### config.mk
export PLATFORM = sky130hd
export DESIGN_NAME = sipo_ctrl
export DESIGN_NICKNAME = d
export VERILOG_FILES = /design/src/rtl/sipo_ctrl.sv
export SDC_FILE = /design/constraint.sdc
export NUM_CORES = 1
export LEC_CHECK = 0
export ABC_CLOCK_PERIOD_IN_PS = 3050
export BUFFER_PORTS_ARGS = -buffer_cell sky130_fd_sc_hd__buf_2
export CORE_UTILIZATION = 30
export DETAILED_ROUTE_END_ITERATION = 10
export PLACE_DENSITY = 0.47
export SLEW_MARGIN = 20
export SYNTH_ARGS = -nofsm -noshare
export SYNTH_HDL_FRONTEND = slang
export SYNTH_SLANG_ARGS = --single-unit
### constraint.sdc
create_clock -name clk -period 3.05 [get_ports clk]
set_input_delay 0.61 -clock clk [delete_from_list [all_inputs] [get_ports clk]]
set_output_delay 0.61 -clock clk [all_outputs]
set_load 0.01 [all_outputs]
### src/rtl/sipo_ctrl.sv
// sipo_ctrl: command sequencer for the serial-in/parallel-out loader.
// Takes one load command from the PMU host at a time, counts serial bits
// or fetches NV-memory words, drives the loader controls and pulses done.
//
// Ports:
//   clk, rst          clock, synchronous active-high reset
//   cmd_valid/ready   command handshake (ready only while idle)
//   cmd_op, cmd_addr  0 pc->chain, 1 pc->mem, 2 mem->aes, 3 pc->key
//   bit_valid         host serial bit valid on the loader data input
//   sipo_en/send      loader shift enable / parallel-capture strobe
//   sipo_instruction  loader instruction {2'b00, op}, 0 while idle
//   mem_rd_en/wr_en   NV-memory strobes (read data one cycle later)
//   mem_addr          NV-memory address
//   busy, done, error status; done/error are single-cycle pulses
//
// Build option: define SIPO_CTRL_TIMEOUT_EN to abort a stalled serial
// shift after TIMEOUT_CYCLES idle cycles with an error pulse.

module sipo_ctrl #(
    parameter int unsigned AES_DATA_WIDTH = 128,
    parameter int unsigned KEY_DATA_WIDTH = 128,
    parameter int unsigned MEM_DATA_WIDTH = 32,
    parameter int unsigned MEM_ADDR_WIDTH = 8,
    parameter int unsigned TIMEOUT_CYCLES = 1024
) (
    input  logic                      clk,
    input  logic                      rst,
    input  logic                      cmd_valid,
    output logic                      cmd_ready,
    input  logic [1:0]                cmd_op,
    input  logic [MEM_ADDR_WIDTH-1:0] cmd_addr,
    input  logic                      bit_valid,
    output logic                      sipo_en,
    output logic                      sipo_send,
    output logic [3:0]                sipo_instruction,
    output logic                      mem_rd_en,
    output logic                      mem_wr_en,
    output logic [MEM_ADDR_WIDTH-1:0] mem_addr,
    output logic                      busy,
    output logic                      done,
    output logic                      error
);

    // Words per AES block on the memory-to-AES path.
    localparam int unsigned WORDS = AES_DATA_WIDTH / MEM_DATA_WIDTH;

    localparam int unsigned MAX_AK =
        (AES_DATA_WIDTH > KEY_DATA_WIDTH) ? AES_DATA_WIDTH : KEY_DATA_WIDTH;
    localparam int unsigned MAX_N =
        (MAX_AK > MEM_DATA_WIDTH) ? MAX_AK : MEM_DATA_WIDTH;

    localparam int unsigned BIT_W  = (MAX_N > 2) ? $clog2(MAX_N) : 1;
    // One extra count: FETCH spends WORDS+1 cycles (last cycle only
    // captures the final read data).
    localparam int unsigned WORD_W = $clog2(WORDS + 1);

    localparam logic [1:0] OP_CHAIN = 2'd0;
    localparam logic [1:0] OP_MEM   = 2'd1;
    localparam logic [1:0] OP_AES   = 2'd2;
    localparam logic [1:0] OP_KEY   = 2'd3;

    if ((AES_DATA_WIDTH % MEM_DATA_WIDTH) != 0 || WORDS < 1 ||
        TIMEOUT_CYCLES < 2) begin : g_param_err
        $error("sipo_ctrl: bad parameter combination");
    end

    typedef enum logic [2:0] {
        S_IDLE,
        S_SHIFT,
        S_FETCH,
        S_WRITE,
        S_DONE
    } state_t;

    state_t state;
    state_t state_nx;

    logic [1:0]                op_q;
    logic [MEM_ADDR_WIDTH-1:0] addr_q;
    logic [BIT_W-1:0]          bit_cnt;
    logic [WORD_W-1:0]         word_cnt;
    logic [BIT_W-1:0]          n_last;
    logic                      bit_last;
    logic                      word_rd;
    logic                      word_last;

`ifdef SIPO_CTRL_TIMEOUT_EN
    localparam int unsigned STALL_W =
        (TIMEOUT_CYCLES > 2) ? $clog2(TIMEOUT_CYCLES) : 1;

    logic [STALL_W-1:0] stall_cnt;
    logic               stall_hit;

    assign stall_hit = (state == S_SHIFT) && !bit_valid &&
                       (stall_cnt == STALL_W'(TIMEOUT_CYCLES - 1));
`endif

    // Index of the final serial bit for the latched op.
    always_comb begin
        n_last = BIT_W'(KEY_DATA_WIDTH - 1);
        unique case (1'b1)
            (op_q == OP_CHAIN): n_last = BIT_W'(AES_DATA_WIDTH - 1);
            (op_q == OP_MEM):   n_last = BIT_W'(MEM_DATA_WIDTH - 1);
            default:            n_last = BIT_W'(KEY_DATA_WIDTH - 1);
        endcase
    end

    assign bit_last  = bit_valid && (bit_cnt == n_last);
    assign word_rd   = (word_cnt < WORD_W'(WORDS));
    assign word_last = (word_cnt == WORD_W'(WORDS));

    always_ff @(posedge clk) begin
        if (rst) begin
            state    <= S_IDLE;
            op_q     <= '0;
            addr_q   <= '0;
            bit_cnt  <= '0;
            word_cnt <= '0;
        end else begin
            state <= state_nx;

            if (state == S_IDLE && cmd_valid) begin
                op_q   <= cmd_op;
                addr_q <= cmd_addr;
            end

            if (state != S_SHIFT) begin
                bit_cnt <= '0;
            end else if (bit_valid) begin
                bit_cnt <= bit_cnt + 1'b1;
            end

            if (state == S_FETCH) begin
                word_cnt <= word_cnt + 1'b1;
            end else begin
                word_cnt <= '0;
            end
        end
    end

`ifdef SIPO_CTRL_TIMEOUT_EN
    always_ff @(posedge clk) begin
        if (rst) begin
            stall_cnt <= '0;
        end else if (state == S_SHIFT && !bit_valid) begin
            stall_cnt <= stall_cnt + 1'b1;
        end else begin
            stall_cnt <= '0;
        end
    end
`endif

    always_comb begin
        state_nx         = state;
        cmd_ready        = 1'b0;
        busy             = 1'b1;
        sipo_en          = 1'b0;
        sipo_send        = 1'b0;
        sipo_instruction = {2'b00, op_q};
        mem_rd_en        = 1'b0;
        mem_wr_en        = 1'b0;
        mem_addr         = '0;
        done             = 1'b0;
        error            = 1'b0;

        unique case (state)
            S_IDLE: begin
                cmd_ready        = 1'b1;
                busy             = 1'b0;
                sipo_instruction = 4'd0;
                if (cmd_valid) begin
                    state_nx = (cmd_op == OP_AES) ? S_FETCH : S_SHIFT;
                end
            end

            S_SHIFT: begin
                // Straight through so the enable lines up with data_i.
                sipo_en = bit_valid;
                if (bit_last) begin
                    sipo_send = 1'b1;
                    state_nx  = (op_q == OP_MEM) ? S_WRITE : S_DONE;
                end
`ifdef SIPO_CTRL_TIMEOUT_EN
                else if (stall_hit) begin
                    error    = 1'b1;
                    state_nx = S_IDLE;
                end
`endif
            end

            S_FETCH: begin
                // Reads go out on cycles 0..W-1; the loader shifts the
                // returned word one cycle later, on cycles 1..W.
                mem_rd_en = word_rd;
                if (word_rd) begin
                    mem_addr = addr_q + MEM_ADDR_WIDTH'(word_cnt);
                end
                sipo_en = (word_cnt != '0);
                if (word_last) begin
                    sipo_send = 1'b1;
                    state_nx  = S_DONE;
                end
            end

            S_WRITE: begin
                mem_wr_en = 1'b1;
                mem_addr  = addr_q;
                state_nx  = S_DONE;
            end

            S_DONE: begin
                done     = 1'b1;
                state_nx = S_IDLE;
            end

            default: begin
                state_nx = S_IDLE;
            end
        endcase
    end

endmodule

==> results.cfg <==
[placement]
portBuffers = 30
finalWeightedCongestion = 0.774
dp_hpwl_mm = 2.47
place_inst = 263

[min_path]
min_path_type = flip-flop to flip-flop
hold_path.startpoint = word_cnt[0]
whs_path_depth = 1
hold_path_end = word_cnt[0]

[cts]
tritoncts_buffers = 3
clock_insertion_delay_worst_skew_ns = 0.26
tritoncts_clock_tree = yes
cts.htree.levels = 1
tritoncts_num_sinks = 23
clkSlewWorstSetupHoldPaths_ns = 0.08
cts_max_path_buffers = 2
cts_root_buf = clkbuf_8
cts_setup_buffers = 0

[synth]
synth_top_area_frac = 0.315
yosys.cell_types.count = 47
avgSynthCellArea_um2 = 7.85
synth-seq-area-share = 0.315
count_of_flip_flops_with_a_built_in_enable_after_synthesis = 0
yosys_reg_bits = 23
postSynthCellCount = 186
synth-main-ff-cell = dfxtp_1
yosys_warnings = 0
syn-cell-area_um2 = 1460
postSynth.asyncResetShare = 0
post_synth_main_area_contributors = dfxtp_1 (32%), a21oi_1 (7.9%), nand2_1 (7.5%)
synth_top_area_cell = dfxtp_1

[setup_path]
critPathRequiredTime_ns = 2.44
criticalPathCategory = flip-flop to output pin
startpoint_class = flip-flop
crit-reg2reg-capture = state[1]
setup.reg_to_reg.worst_slack_ns = 1.43
worstPathMaxFanout = 4
ff2ff_path_depth = 4
crit_path_end_kind = output pin
r2r-start = state[1]
arrival_ns = 2.22

[final_layout]
drive_above_1_share = 0.216
final-instance-count-excl-fill = 267
area.sequential_um2 = 460
final_nets = 235
area_taken_by_multi_input_logic_gates_um2 = 906
layout_area_growth_over_synthesis_pct = 15.0
n_fill_cell = 495
final_core_utilization = 0.358
diodes = 0

[route]
postRouteAntennaNets = 0
dr.first_iter.drc_count = 35
avgViaCountPerCell = 4.87
post-route-drc-count = 0
firstDrtPassIters = 4
final_wirelength_mm = 3.15
num_vias = 1299
routed_wire_length_per_instance_um = 11.8

[global_route]
number_of_antenna_violations_at_the_first_check_in_global_routing = 0
first_global_vias = 1212
grt_start_max_net_pins = 21
grt_use_total = 0.135
grt_first_pass_wirelength_mm = 5.51
global_route.overflow_total = 0

[power]
total_leakage_power_nw = 0.701
vdd.ir_drop.worst_mv = 0.271
powerDensity_nw_per_um2 = 500

[timing]
setup_viol = 0
timing_max_transition_violations_final = 0
period_utilisation_layout = 0.928
hold_violations = 0
finalClockSkew_ns = 0.00356
rsz0062_at_grt = no
final_period_minus_worst_setup_slack_ns = 2.83
fmax_mhz = 353
fin_tns_setup_ns = 0

[floorplan]
die_y_um = 71.8
core_area_um2 = 4690
dieWidth_um = 71.8
top_level_ports = 34
floorplan.initialDensity = 0.311
die-area_um2 = 5150
row_count = 25

[status]
outcome = finished, final reports clean

[job]
maxCapViolCount = 0
## routing by layer
layer / GRT usage / up-vias / wire, µm
met5: 0 / - / 0
met2: 0.243 / 18 / 1570
li1: - / 683 / -
met3: 0.0352 / 4 / 118
met4: 0.0349 / 0 / 43
met1: 0.158 / 594 / 1420
## report_power, final
part	internal [W]	switching (W)	total, W	leakage [nW]
sequential	0.000330	0.0000393	0.000370	0.187
clock	0.0000910	0.0000966	0.000188	0.0255
combinational	0.000114	0.000169	0.000283	0.488
## stage by stage
stage | hold slack [ns] | power [W] | setup WS, ns | instance area, µm²
final | 0.475 | 0.000840 | 0.221 | 1680
after global routing | 0.501 | 0.000912 | 0.0255 | 1680
after CTS | 0.483 | 0.000859 | 0.171 | 1680
after detailed placement | 0.461 | 0.000667 | 0.475 | 1630
after global placement | 0.459 | 0.000670 | 0.504 | 1630
after floorplan | 0.433 | 0.000593 | 0.672 | 1470
## final cells by class
type | instances | share of cell area
inverter | 9 | 0.0201
clock inverter | 1 | 0.00298
tap | 54 | 0.0402
clock buffer | 3 | 0.0246
timing repair buffer | 32 | 0.0984
multi-input combinational | 145 | 0.539
sequential | 23 | 0.274
## placed cells by master, fill, tap and decap left out, drive strengths merged, types with 3 or more instances in the layout
| master | count |
|---|---|
| buf | 32 |
| nand2 | 30 |
| a21oi | 23 |
| dfxtp | 23 |
| nor2 | 17 |
| inv | 9 |
| nor2b | 7 |
| o21ai | 7 |
| ha | 6 |
| xor2 | 5 |
| nand3 | 4 |
| nand4 | 3 |
| or4 | 3 |
| xnor2 | 3 |
| conb | 3 |
| clkbuf | 3 |
| and3 | 3 |
| nor3 | 3 |
## critical path: stages (launching register included)
cell and delay [ns]:
dfxtp_1 0.39, ha_1 0.21, inv_1 0.06, fa_1 0.39
nor2b_2 0.16, o2111ai_1 0.13, or4_1 0.41, nand3_1 0.09
buf_2 0.12
## repair_timing
item	4_1_cts	5_1_grt
hold buffers	0	0
endpoints found under the hold margin	0	0
setup endpoints to repair	0	1
gates resized for setup	0	1
## Yosys cell counts (2+ instances only)
| cell type | count |
|---|---|
| inv_1 | 9 |
| nand4_1 | 3 |
| a21o_1 | 2 |
| o21ai_0 | 5 |
| nand3_1 | 4 |
| buf_2 | 2 |
| clkbuf_1 | 3 |
| dfxtp_1 | 23 |
| nor3_1 | 2 |
| or4_1 | 3 |
| xnor2_1 | 3 |
| a21oi_1 | 23 |
| nor2_1 | 17 |
| buf_4 | 5 |
| nand2b_1 | 2 |
| nand2_1 | 29 |
| a211oi_1 | 2 |
| nand3b_1 | 2 |
| xor2_1 | 5 |
| ha_1 | 6 |
| or4b_1 | 2 |
| and2_1 | 2 |
| and3_1 | 2 |
| nor2b_1 | 7 |
## state kept, by name, indices dropped and copies added, names as in the netlist
name,flops
state,3
addr_q,8
bit_cnt,7
op_q,2
word_cnt,3
## cells by family after synthesis
kind of cell / Yosys count / share of synthesized area
AOI/OAI and AO/OA: 40 / 0.172
and+or+nand+nor: 86 / 0.319
buffers and inverters: 20 / 0.0711
muxes: 1 / 0.00686
adders and majority gates: 7 / 0.0651
DFF: 23 / 0.315
other: 1 / 0.00257
xor gates and xnor gates: 8 / 0.0480
## worst max-delay path by stage
stage / from / to / slack [ns]
3_5_place_dp: word_cnt[0] / mem_addr[6] / 0.47
3_3_place_gp: word_cnt[0] / mem_addr[6] / 0.50
4_1_cts: word_cnt[0] / mem_addr[6] / 0.17
5_1_grt: word_cnt[0] / mem_addr[6] / 0.03
6_report: word_cnt[0] / mem_addr[6] / 0.22
2_1_floorplan: word_cnt[0] / mem_addr[6] / 0.67
Power figures use the tool's default switching activity.
